[src/rtl/gpio_ctrl_pkg.sv]
// Shared definitions for the GPIO pad configuration bank: per-channel field map and FSM encoding.
package gpio_ctrl_pkg;

  localparam int unsigned FLD_MGMT_EN   = 0;
  localparam int unsigned FLD_OE_OVR    = 1;
  localparam int unsigned FLD_IE        = 2;
  localparam int unsigned FLD_OE        = 3;
  localparam int unsigned FLD_SCHMITT   = 4;
  localparam int unsigned FLD_SLEW      = 5;
  localparam int unsigned FLD_PD        = 6;
  localparam int unsigned FLD_PU        = 7;
  localparam int unsigned FLD_DRIVE_LSB = 8;
  localparam int unsigned DRIVE_W       = 2;
  localparam int unsigned MIN_PCB       = 10;

  typedef enum logic [1:0] {
    ST_IDLE   = 2'd0,
    ST_SHIFT  = 2'd1,
    ST_COMMIT = 2'd2
  } bank_state_e;

  function automatic logic rise_edge(input logic cur, input logic dly);
    return cur & ~dly;
  endfunction

endpackage

[src/rtl/gpio_ctrl_channel.sv]
// One pad's configuration register (reset to its default, loaded on commit) and its
// management/user output mux.
module gpio_ctrl_channel
  import gpio_ctrl_pkg::*;
#(
  parameter int unsigned PCB = 10
) (
  input  logic               clk,
  input  logic               reset,
  input  logic               commit,
  input  logic [PCB-1:0]     cfg_load,
  input  logic [PCB-1:0]     cfg_default,
  input  logic               mgmt_out,
  input  logic               mgmt_oeb,
  input  logic               user_out,
  input  logic               user_oeb,
  output logic [PCB-1:0]     cfg,
  output logic               pad_inen,
  output logic               pad_outen,
  output logic               pad_out,
  output logic               pad_slew,
  output logic               pad_schmitt,
  output logic               pad_pullup,
  output logic               pad_pulldown,
  output logic [DRIVE_W-1:0] pad_drive
);

  logic [PCB-1:0] cfg_d;
  logic [PCB-1:0] cfg_q;

  always_comb begin
    cfg_d = cfg_q;
    if (commit) begin
      cfg_d = cfg_load;
    end else begin
      cfg_d = cfg_q;
    end
  end

  always_ff @(posedge clk) begin
    if (reset) begin
      cfg_q <= cfg_default;
    end else begin
      cfg_q <= cfg_d;
    end
  end

  // Output-enable override wins over the mgmt/user selection.
  always_comb begin
    pad_outen = 1'b0;
    pad_out   = 1'b0;
    if (cfg_q[FLD_OE_OVR]) begin
      pad_outen = cfg_q[FLD_OE];
    end else if (cfg_q[FLD_MGMT_EN]) begin
      pad_outen = ~mgmt_oeb;
    end else begin
      pad_outen = ~user_oeb;
    end
    if (cfg_q[FLD_MGMT_EN]) begin
      pad_out = mgmt_out;
    end else begin
      pad_out = user_out;
    end
  end

  assign cfg          = cfg_q;
  assign pad_inen     = cfg_q[FLD_IE];
  assign pad_slew     = cfg_q[FLD_SLEW];
  assign pad_schmitt  = cfg_q[FLD_SCHMITT];
  assign pad_pullup   = cfg_q[FLD_PU];
  assign pad_pulldown = cfg_q[FLD_PD];
  assign pad_drive    = cfg_q[FLD_DRIVE_LSB +: DRIVE_W];

endmodule

[src/rtl/gpio_control_bank.sv]
// Multi-channel GPIO pad configuration bank: serial chain, bit-count check, commit FSM.
// Optional config readback through the chain is enabled by defining GPIO_CTRL_READBACK_EN.
module gpio_control_bank
  import gpio_ctrl_pkg::*;
#(
  parameter int unsigned NUM_CHANNELS  = 8,
  parameter int unsigned PAD_CTRL_BITS = 10
) (
  input  logic                                  serial_clock,
  input  logic                                  reset,
  input  logic [NUM_CHANNELS*PAD_CTRL_BITS-1:0] gpio_defaults,
  input  logic                                  serial_data_in,
  input  logic                                  serial_shift,
  input  logic                                  serial_load,
  input  logic                                  serial_capture,
  output logic                                  serial_data_out,
  output logic                                  load_done,
  output logic                                  load_error,
  output logic [NUM_CHANNELS-1:0]               mgmt_gpio_in,
  input  logic [NUM_CHANNELS-1:0]               mgmt_gpio_out,
  input  logic [NUM_CHANNELS-1:0]               mgmt_gpio_oeb,
  output logic [NUM_CHANNELS-1:0]               user_gpio_in,
  input  logic [NUM_CHANNELS-1:0]               user_gpio_out,
  input  logic [NUM_CHANNELS-1:0]               user_gpio_oeb,
  input  logic [NUM_CHANNELS-1:0]               pad_gpio_in,
  output logic [NUM_CHANNELS-1:0]               pad_gpio_inen,
  output logic [NUM_CHANNELS-1:0]               pad_gpio_outen,
  output logic [NUM_CHANNELS-1:0]               pad_gpio_out,
  output logic [NUM_CHANNELS-1:0]               pad_gpio_slew_sel,
  output logic [NUM_CHANNELS-1:0]               pad_gpio_schmitt_sel,
  output logic [NUM_CHANNELS-1:0]               pad_gpio_pullup_sel,
  output logic [NUM_CHANNELS-1:0]               pad_gpio_pulldown_sel,
  output logic [2*NUM_CHANNELS-1:0]             pad_gpio_drive_sel
);

  localparam int unsigned TOTAL = NUM_CHANNELS * PAD_CTRL_BITS;
  localparam int unsigned CW    = $clog2(TOTAL + 2);
  localparam logic [CW-1:0] TOTAL_CNT = CW'(TOTAL);
  localparam logic [CW-1:0] CNT_MAX   = {CW{1'b1}};
  localparam logic [CW-1:0] CNT_ONE   = {{(CW-1){1'b0}}, 1'b1};

  bank_state_e state_q, state_d;
  logic [TOTAL-1:0] shift_reg_q, shift_reg_d;
  logic [CW-1:0]    count_q, count_d;
  logic             load_dly_q, load_dly_d;
  logic             sdo_q, sdo_d;
  logic             load_done_q, load_done_d;
  logic             load_error_q, load_error_d;
  logic [TOTAL-1:0] cfg_flat;
  logic             load_edge, capture_edge, count_ok;
  logic             do_shift, do_reject, do_commit, do_capture;

  assign load_edge = rise_edge(serial_load, load_dly_q);
  assign count_ok  = (count_q == TOTAL_CNT);
  assign load_dly_d = serial_load;

`ifdef GPIO_CTRL_READBACK_EN
  logic capture_dly_q, capture_dly_d;
  assign capture_dly_d = serial_capture;
  assign capture_edge  = rise_edge(serial_capture, capture_dly_q);

  always_ff @(posedge serial_clock) begin
    if (reset) begin
      capture_dly_q <= 1'b0;
    end else begin
      capture_dly_q <= capture_dly_d;
    end
  end
`else
  logic unused_readback;
  assign unused_readback = serial_capture ^ (^cfg_flat);
  assign capture_edge    = 1'b0;
`endif

  always_ff @(posedge serial_clock) begin
    if (reset) begin
      state_q <= ST_IDLE;
    end else begin
      state_q <= state_d;
    end
  end

  always_comb begin
    state_d = state_q;
    case (state_q)
      ST_IDLE, ST_SHIFT: begin
        if (load_edge) begin
          state_d = count_ok ? ST_COMMIT : ST_IDLE;
        end else if (do_shift) begin
          state_d = ST_SHIFT;
        end else begin
          state_d = state_q;
        end
      end
      ST_COMMIT: state_d = ST_IDLE;
      default:   state_d = ST_IDLE;
    endcase
  end

  // A load edge is judged on the pre-shift count; a shift in the same cycle is dropped.
  always_comb begin
    do_shift   = 1'b0;
    do_reject  = 1'b0;
    do_commit  = 1'b0;
    do_capture = 1'b0;
    case (state_q)
      ST_IDLE, ST_SHIFT: begin
        if (load_edge) begin
          do_reject = ~count_ok;
        end else if (capture_edge && (state_q == ST_IDLE)) begin
          do_capture = 1'b1;
        end else if (serial_shift) begin
          do_shift = 1'b1;
        end else begin
          do_shift = 1'b0;
        end
      end
      ST_COMMIT: do_commit = 1'b1;
      default:   do_commit = 1'b0;
    endcase
  end

  always_comb begin
    shift_reg_d  = shift_reg_q;
    count_d      = count_q;
    load_done_d  = 1'b0;
    load_error_d = load_error_q;
    if (do_commit) begin
      load_done_d  = 1'b1;
      load_error_d = 1'b0;
      count_d      = {CW{1'b0}};
    end else if (do_reject) begin
      load_error_d = 1'b1;
      count_d      = {CW{1'b0}};
    end else if (do_capture) begin
      shift_reg_d = cfg_flat;
      count_d     = {CW{1'b0}};
    end else if (do_shift) begin
      shift_reg_d = {shift_reg_q[TOTAL-2:0], serial_data_in};
      count_d     = (count_q == CNT_MAX) ? count_q : count_q + CNT_ONE;
    end else begin
      shift_reg_d = shift_reg_q;
    end
    sdo_d = shift_reg_d[TOTAL-1];
  end

  always_ff @(posedge serial_clock) begin
    if (reset) begin
      shift_reg_q  <= {TOTAL{1'b0}};
      count_q      <= {CW{1'b0}};
      load_dly_q   <= 1'b0;
      sdo_q        <= 1'b0;
      load_done_q  <= 1'b0;
      load_error_q <= 1'b0;
    end else begin
      shift_reg_q  <= shift_reg_d;
      count_q      <= count_d;
      load_dly_q   <= load_dly_d;
      sdo_q        <= sdo_d;
      load_done_q  <= load_done_d;
      load_error_q <= load_error_d;
    end
  end

  assign serial_data_out = sdo_q;
  assign load_done       = load_done_q;
  assign load_error      = load_error_q;
  assign mgmt_gpio_in    = pad_gpio_in;
  assign user_gpio_in    = pad_gpio_in;

  for (genvar c = 0; c < NUM_CHANNELS; c++) begin : g_ch
    gpio_ctrl_channel #(.PCB(PAD_CTRL_BITS)) u_ch (
      .clk          (serial_clock),
      .reset        (reset),
      .commit       (do_commit),
      .cfg_load     (shift_reg_q[c*PAD_CTRL_BITS +: PAD_CTRL_BITS]),
      .cfg_default  (gpio_defaults[c*PAD_CTRL_BITS +: PAD_CTRL_BITS]),
      .mgmt_out     (mgmt_gpio_out[c]),
      .mgmt_oeb     (mgmt_gpio_oeb[c]),
      .user_out     (user_gpio_out[c]),
      .user_oeb     (user_gpio_oeb[c]),
      .cfg          (cfg_flat[c*PAD_CTRL_BITS +: PAD_CTRL_BITS]),
      .pad_inen     (pad_gpio_inen[c]),
      .pad_outen    (pad_gpio_outen[c]),
      .pad_out      (pad_gpio_out[c]),
      .pad_slew     (pad_gpio_slew_sel[c]),
      .pad_schmitt  (pad_gpio_schmitt_sel[c]),
      .pad_pullup   (pad_gpio_pullup_sel[c]),
      .pad_pulldown (pad_gpio_pulldown_sel[c]),
      .pad_drive    (pad_gpio_drive_sel[2*c +: 2])
    );
  end

endmodule

[config.mk]
export PLATFORM = sky130hd
export DESIGN_NAME = gpio_control_bank
export DESIGN_NICKNAME = d
export VERILOG_FILES = /design/src/rtl/gpio_ctrl_pkg.sv /design/src/rtl/gpio_ctrl_channel.sv /design/src/rtl/gpio_control_bank.sv
export SDC_FILE = /design/constraint.sdc
export NUM_CORES = 1
export LEC_CHECK = 0
export CAP_MARGIN = 20
export CORE_MARGIN = 2
export CORE_UTILIZATION = 40
export DETAILED_ROUTE_END_ITERATION = 16
export GPL_TIMING_DRIVEN = 0
export PLACE_DENSITY = 0.75
export SYNTH_ARGS = -nofsm -noshare
export SYNTH_HDL_FRONTEND = slang
export SYNTH_SLANG_ARGS = --single-unit
[constraint.sdc]
create_clock -name serial_clock -period 2.7 [get_ports serial_clock]
set_input_delay 0.27 -clock serial_clock [delete_from_list [all_inputs] [get_ports serial_clock]]
set_output_delay 0.27 -clock serial_clock [all_outputs]
set_load 0.01 [all_outputs]
==> metrics.yaml <==
postSynthAreaPerCell_um2: 10.8
min_period_over_period: 0.827
cts_buffers: 17
endpoint_kind: "output pin"
powerDensity_nw_per_um2: 562
ctsRootBufferMaster: "clkbuf_16"
cp-endpoint: "pad_gpio_outen[6]"
combPwrFrac: 0.129
initial_core_util: 0.406
final_util: 0.564
netlist_area_um2: 7570
post-route-drc-count: 0
pre_cts_slack_ns: 0.685
p_sw_w: 0.00132
numClockSinks: 172
fin_worst_skew_ns: 0.0106
tightest_slew_ns: 0.629
path_max_fanout: 2
synth.most_common_cell: "nand2_1"
syn2layout_area_growth_pct: 38.9
dp.final_hpwl_mm: 11.6
place_congestion: 0.748
cp_slowest_cell: "clkdlybuf4s50_1"
synth-edff-count: 80
ios: 217
die_x_um: 142
critPathLaunchType: "register"
grt_usage: 0.162
leakage_nw: 3.90
min_period_ns: 2.23
p_clk_frac: 0.390
cap_viol_max_count: 0
ir_drop_mv: 0.410
cp_slowest_stage_delay_ns: 0.53
cts_tree: "built"
cts_buffer_depth: 2
p_sw_frac: 0.224
synth_area_leaders: "edfxtp_1 32%, dfxtp_1 24%, mux2_2 14%"
rr_startpoint: "state_q[1]$_SDFFE_PP0P_"
layout-drive-gt1-share: 0.262
wl_per_cell_um: 13.8
ys_seq_area_frac: 0.560
criticalPathCategory: "register to output pin"
finalSetupTns_ns: 0
ys_types: 28
setup-violations-final: 0
fin_nets: 1054
grt_max_degree: 48
hp-class: "input port to register"
timing.critical_path.from: "g_ch[6].u_ch.cfg[0]$_DFFE_PP_"
rows: 50
post_cts_buffers: 0
routed_wl_mm: 16.2
antenna_found_initial: 0
synth_common_cells: "171 x nand2_1, 96 x mux2_2, 94 x buf_4, 92 x dfxtp_1, 88 x a21oi_1"
required_ns: 2.43
synth_top_cell_area_share: 0.317
drt_iter0_markers: 244
synth_cells: 700
antenna_left: 0
max_slew_margin: 0.581
htreeDepth: 4
r2r_slack_ns: 0.99
die_h_um: 142
r2r_cells: 3
ys_ff_latch: 172
diodes: 0
grt_overflow: 0
dr.pass1.iters: 4
grt_pass1_wl_mm: 25.5
grt_pass1_vias: 5176
cts-resized-gates: 0
postCtsHoldBufs: 0
synth_top_cell_by_area: "edfxtp_1"
clkLatencyLatePin_ns: 0.42
fin_ws_ns: 0.466
min_from: "serial_data_in"
status: "completed"
fmax_mhz: 448
ys_async_sr_fraction: 0
syn-num-nets: 828
die-area_um2: 20000
fillers: 1661
seqPwrFrac: 0.480
path_cells: "mux2_2 > o21ai_0 > buf_4 > clkdlybuf4s50_1"
io_buffers: 206
hold_viol: 0
vias: 5501
r2r-end: "g_ch[7].u_ch.cfg[7]$_DFFE_PP_"
yosys_warnings: 0
core_area_um2: 18600
arrival_ns: 1.96
rsz0062_at_grt: "no"
internal_power_w: 0.00459
clk_pin_slew_worst_paths_ns: 0.07
slew_violations: 0
routed_via_density: 4.69
synthFlopType: "dfxtp_1"
==> worst min path at each step <==
stage          slack [ns]  depth (start not counted)                           to
3_3_place_gp         0.44                          2      load_error$_SDFFE_PP0P_
6_report             0.41                          3  shift_reg_q[0]$_SDFFE_PP0P_
5_1_grt              0.41                          3  shift_reg_q[0]$_SDFFE_PP0P_
3_5_place_dp         0.44                          2      load_error$_SDFFE_PP0P_
4_1_cts              0.40                          3  shift_reg_q[0]$_SDFFE_PP0P_
2_1_floorplan        0.40                          1        load_dly_q$_SDFF_PP0_
==> metal layers <==
layer	vias to the layer above	share of wire	wire (µm)	track usage
li1	2771	-	-	-
met1	2567	0.44	7090	0.204
met2	152	0.49	7980	0.273
met3	11	0.057	923	0.0486
met4	0	0.010	165	0.0453
met5	-	0	0	0
==> per-stage QoR <==
stage | std cells | hold WS, ns | power (W) | area, µm²
after floorplan | 700 | 0.398 | 0.00327 | 7570
after global placement | 1140 | 0.438 | 0.00366 | 9930
after detailed placement | 1141 | 0.443 | 0.00367 | 9960
after CTS | 1173 | 0.400 | 0.00598 | 10500
after global routing | 1173 | 0.407 | 0.00614 | 10500
final | 1173 | 0.411 | 0.00591 | 10500
==> cells by family (layout without fill, tap and decap cells) <==
logic type,after synthesis,after routing,synth area share
AND/OR/NAND/NOR,196,196,0.109
flip-flops,172,172,0.560
buffers and inverters,131,370,0.114
AO/OA/AOI/OAI,102,102,0.0691
multiplexers,97,97,0.144
adder cells (fa/ha/maj),2,2,0.00330
==> power groups by stage <==
stage | Combinational (W) | Sequential [W] | Clock [W]
CTS | 0.000776 | 0.00284 | 0.00237
floorplan | 0.000374 | 0.00289 | 0
global placement | 0.000757 | 0.00290 | 0
finish | 0.000764 | 0.00284 | 0.00231
detailed placement | 0.000772 | 0.00290 | 0
global route | 0.000821 | 0.00285 | 0.00248
==> cell type report <==
type / count / area [µm²] / area share
clock inverter: 11 / 80.1 / 0.00761
clock buffer: 21 / 482 / 0.0458
sequential: 172 / 4240 / 0.403
buffer: 124 / 840 / 0.0798
inverter: 7 / 28.8 / 0.00274
timing repair buffer: 207 / 2090 / 0.199
multi-input combinational: 397 / 2460 / 0.234
tap: 234 / 293 / 0.0278
==> cell usage in the layout, fill, tap and decap left out, types with 3 or more instances in the layout <==
cell type	n
clkdlybuf4s50_1	206
nand2_1	171
mux2_2	96
buf_4	94
dfxtp_1	92
a21oi_1	88
edfxtp_1	80
clkbuf_16	18
buf_2	17
clkbuf_1	14
o21ai_0	10
inv_1	6
nand3_1	6
inv_4	3
o31ai_1	3
nor4_1	3
clkinv_2	3
clkinv_4	3
inv_6	3
==> sequential cells by signal, summed over array words and instances (netlist names) <==
name,count
count_q,7
g_ch.u_ch.cfg,80
load_done,1
load_dly_q,1
load_error,1
shift_reg_q,80
state_q,2
==> critical path, delay by kind of cell, from the launching register on <==
kind / cells / cell delay (ns)
buffers and inverters: 2 / 0.66
AO/OA/AOI/OAI: 1 / 0.16
multiplexers: 1 / 0.34
flip-flops: 1 / 0.38
Power figures use the tool's default switching activity.
==> patch 1: new RTL, same settings <==
Encoding of `bank_state_e`: now one-hot (3 bits for 3 states).
--- a/src/rtl/gpio_ctrl_pkg.sv
+++ b/src/rtl/gpio_ctrl_pkg.sv
@@ -13,10 +13,10 @@
   localparam int unsigned DRIVE_W       = 2;
   localparam int unsigned MIN_PCB       = 10;
 
-  typedef enum logic [1:0] {
-    ST_IDLE   = 2'd0,
-    ST_SHIFT  = 2'd1,
-    ST_COMMIT = 2'd2
+  typedef enum logic [2:0] {
+    ST_IDLE   = 3'b001,
+    ST_SHIFT  = 3'b010,
+    ST_COMMIT = 3'b100
   } bank_state_e;
 
   function automatic logic rise_edge(input logic cur, input logic dly);
Check against the original RTL: no difference found for any inputs over 4 cycles, from zero or initial values and one cycle with reset high; so few cycles prove little.
==> patch 1 against the unedited design <==
Wire length increased by 2.3%; via count grew 1.4%; worst setup slack worse by 0.20 ns; design area up 0.48%; critical path depth is 2 higher; sequential cell count is 1 higher; cell count grew 0.51%; critical path type is now flip-flop to flip-flop; highest routed layer unchanged; total power grew 6.9%; clock skew is 0.0022 ns higher; synthesized area about the same.
==> patch 1: results (changes against the unedited design) <==
Detailed routing
  – Drt initial violations: 213 (was 244)
  – Routed via count: 5,576 (was 5,501)
  – DR WL met2: 8385 um (was 7975 um)
  – Drt total wl: 16,520 um (was 16,160 um)
  – Met3 WL: 860 um (was 923 um)
  – M1 wire length: 7099 um (was 7092 um)

Global route
  – Vias in the first global route: 5,418 (was 5,176)
  – Largest net degree at the start of global routing: 50 (was 48)
  – GR Util All Layers: 0.1657 (was 0.1623)
  – Met1 Resource Use GR: 0.2033 (was 0.2036)
  – First-pass GRT wire length: 26,360 um (was 25,540 um)

Critical path
  – CP peak stage delay: 0.78 ns (was 0.53 ns)
  – CP Data Arrival Time: 2.77 ns (was 1.96 ns)
  – Worst r2r path cells: 6 (was 3)
  – Critical-path cell with the highest stage delay: nor4b_1 (was clkdlybuf4s50_1)
  – CP max FO: 10 (was 2)
  – R2R Path End: shift_reg_q[49] (was g_ch[7].u_ch.cfg[7])
  – Reg-to-reg slack, setup: 0.27 ns (was 0.99 ns)

Cells and area
  – Filler instances: 1,624 (was 1,661)
  – Share of cells above drive strength 1: 0.2349 (was 0.2620)

Synthesis
  – Post-synth cell types: 32 (was 28)
  – Top post-synthesis cells by area: edfxtp_1, dfxtp_1, mux2_2 (unchanged)
  – Sequential area share after synthesis: 0.5635 (was 0.5605)
  – Xor and xnor area share after synthesis: 0.001157 (was 0)
  – Synth Area in Compound Gates: 0.07341 (was 0.06907)

Timing
  – Worst Clk Skew: 0.01282 ns (was 0.01058 ns)

Power and ir drop
  – Sequential Power Share: 0.457 (was 0.480)
  – Worst VDD drop: 0.0004350 V (was 0.0004102 V)
  – Internal power: 4918 uW (was 4590 uW)
  – Clk pwr share: 0.401 (was 0.390)

Status
  – Status: finished, final reports clean (unchanged)

Placed design
  – Post-Place Setup Slack: -0.1080 ns (was 0.6847 ns)
  – Hpwl dp: 11,930 um (was 11,570 um)
## patch 1: how the worst max path moves through the flow
| stage | startpoint | to | slack [ns] | cells past startpoint |
|---|---|---|---|---|
| after floorplan | state_q[2] | g_ch[0].u_ch.cfg[0] | 0.0004 | 3 |
| after global placement | reset | g_ch[4].u_ch.cfg[5] | -1.25 | 3 |
| after detailed placement | serial_load | shift_reg_q[68] | -0.11 | 7 |
| after CTS | state_q[0] | shift_reg_q[68] | 0.23 | 6 |
| after global routing | state_q[1] | shift_reg_q[70] | 0.04 | 6 |
| final | state_q[0] | shift_reg_q[49] | 0.27 | 6 |
## patch 1: worst register-to-register path, delay by kind of cell, from the launching register on
family                 cells  cell delay (ns)
AO/OA/AOI/OAI              1             0.14
XOR/XNOR                   1             0.20
AND/OR/NAND/NOR            2             0.86
buffers and inverters      2             0.83
flip-flops                 1             0.33
## patch 1: area by class of cell
type,count,area [sq um],share of cell area
sequential,173,4264,0.4035
clock buffer,19,452.9,0.04286
timing repair buffer,207,2090,0.1977
inverter,5,21.27,0.002013
multi-input combinational,402,2474,0.2340
tap,234,292.8,0.02770
buffer,126,810.8,0.07671
clock inverter,13,163.9,0.01551
## patch 1: cells by family (layout without fill, tap and decap cells)
family                     Yosys count  after routing
AOI/OAI and AO/OA                  105            105
xor gates and xnor gates             1              1
adders and majority gates            2              2
buffers and inverters              131            370
DFF                                173            173
muxes                               96             96
and+or+nand+nor                    198            198
## patch 1: metrics by stage
stage	total power, uW	hold slack, ns	TNS, ns	instance area (sq um)	std cells
after floorplan	3392	0.3982	0	7567	706
after global placement	3842	0.4551	-103.99	9922	1146
after detailed placement	3853	0.4595	-3.512	9952	1147
after CTS	6385	0.3933	0	10570	1179
after global routing	6551	0.4285	0	10570	1179
final	6322	0.4049	0	10570	1179
==> patch 2: new RTL, same settings <==
Without the edit above. The parameter `NUM_CHANNELS` goes from 8 to 16.
--- a/src/rtl/gpio_control_bank.sv
+++ b/src/rtl/gpio_control_bank.sv
@@ -3,7 +3,7 @@
 module gpio_control_bank
   import gpio_ctrl_pkg::*;
 #(
-  parameter int unsigned NUM_CHANNELS  = 8,
+  parameter int unsigned NUM_CHANNELS  = 16,
   parameter int unsigned PAD_CTRL_BITS = 10
 ) (
   input  logic                                  serial_clock,
Ports: changed (16 resized); port bits go from 217 to 425. The function was not compared with the original's and may differ.
==> patch 2 against the unedited design <==
Wire length increased by 130%; worst setup slack got worse by 0.18 ns; via count increased by 96%; design area up 98%; total power up 100%; critical path depth stayed put; sequential share of layout area decreased by 0.55 points; sequential cell count increased by 161; synthesized area up 96%; critical path type unchanged; critical endpoint is now pad_gpio_outen[14].
==> patch 2: results (changes against the unedited design) <==
Synthesis
  – Synth Area in Adders: 0.001689 (was 0.003305)
  – Net Count, Synth: 1,592 (was 828)
  – Post-synth cell types: 36 (was 28)
  – Top post-synthesis cells by area: edfxtp_1, dfxtp_1, mux2_2 (unchanged)
  – Synth Area in Compound Gates: 0.06839 (was 0.06907)
  – Sequential area share after synthesis: 0.5580 (was 0.5605)
  – Post-synth EDFFs: 160 (was 80)
  – Commonest cells post-synth: nand2_1, mux2_2, buf_4 (unchanged)

Power and ir drop
  – Worst VDD drop: 0.0005799 V (was 0.0004102 V)
  – Leak: 0.007708 uW (was 0.003899 uW)

Placed design
  – Hpwl dp: 27,820 um (was 11,570 um)
  – Number of port buffers: 406 (was 206)
  – Post-Place Setup Slack: 0.5026 ns (was 0.6847 ns)

Global route
  – Largest net degree at the start of global routing: 42 (was 48)
  – Initial antenna violation count: 1 (was 0)
  – First-pass GRT wire length: 57,280 um (was 25,540 um)

Detailed routing
  – Routed via count: 10,770 (was 5,501)
  – Drt total wl: 37,800 um (was 16,160 um)
  – 1st-pass router iterations: 6 (was 4)

Critical path
  – CP Data Arrival Time: 2.15 ns (was 1.96 ns)
  – CP peak stage delay: 0.58 ns (was 0.53 ns)

Status
  – Status: finished, final reports clean (unchanged)

Timing
  – Worst Clk Skew: 0.01202 ns (was 0.01058 ns)

Cells and area
  – Share of cells above drive strength 1: 0.2760 (was 0.2620)
  – Net count, final: 2,041 (was 1,054)

Clock tree
  – Clk_lat worst skew: 0.51 ns (was 0.42 ns)
-- patch 2: cell count changes in the layout (fill, tap and decap cells not counted), sizes merged, moves of 48 or more --
cell,change
clkdlybuf4s50,+200
nand2,+166
buf,+110
mux2,+96
dfxtp,+81
edfxtp,+80
a21oi,+77
clkbuf,+48
-- patch 2: worst reg2reg max path, cell delays in order, from the launching register on --
cell	delay (ns)
dfxtp_1	0.35
inv_1	0.08
a21oi_4	0.18
clkinvlp_4	0.49
buf_12	0.38
buf_12	0.23
-- patch 2: through the flow --
stage,instances,area [sq um],setup TNS (ns),hold slack [ns],util
3_5_place_dp,2222,19580,0,0.4451,0.5361
3_3_place_gp,2218,19500,-358.31,0.4407,0.5339
4_1_cts,2287,20780,0,0.3035,0.5689
5_1_grt,2287,20780,0,0.3256,0.5689
2_1_floorplan,1344,14850,-115.65,0.3982,-
6_report,2287,20780,0,0.3212,0.5689
-- patch 2: cell families (layout without fill, tap and decap cells) --
family / Yosys count / in the layout
compound gates: 188 / 188
fa+ha+maj: 2 / 2
buf+inv: 254 / 729
flops: 333 / 333
mux: 193 / 193
simple gates: 374 / 374
-- patch 2: per-layer routing --
layer,global-route usage,share of wire
met1,0.2169,0.40
met2,0.3423,0.50
met3,0.05441,0.077
met4,0.05443,0.022
met5,0,0.00032
-- patch 2: area by class of cell --
cell class | instances | area (sq um)
flip-flops and latches | 333 | 8268
clock buffers | 51 | 1071
fillers | 3082 | 15750
inverters | 5 | 22.52
multi-input cells | 757 | 4732
plain buffers | 249 | 1827
clock inverters | 14 | 127.6
well taps | 468 | 585.6
repair buffers | 410 | 4144
-- patch 2: power breakdown --
part | internal, uW | switching, uW
Sequential | 5470 | 54.0
Clock | 2970 | 1990
Combinational | 1010 | 592
Total | 9440 | 2630
-- patch 2: path summary, 6_finish.rpt --
path | from | end | slack [ns] | depth (start not counted)
setup / recovery | g_ch[14].u_ch.cfg[0] | pad_gpio_outen[14] | 0.28 | 4
hold / removal | serial_data_in | shift_reg_q[0] | 0.32 | 3
hold reg to reg | state_q[0] | load_done | 0.45 | 1
setup reg to reg | state_q[0] | g_ch[5].u_ch.cfg[2] | 0.71 | 5
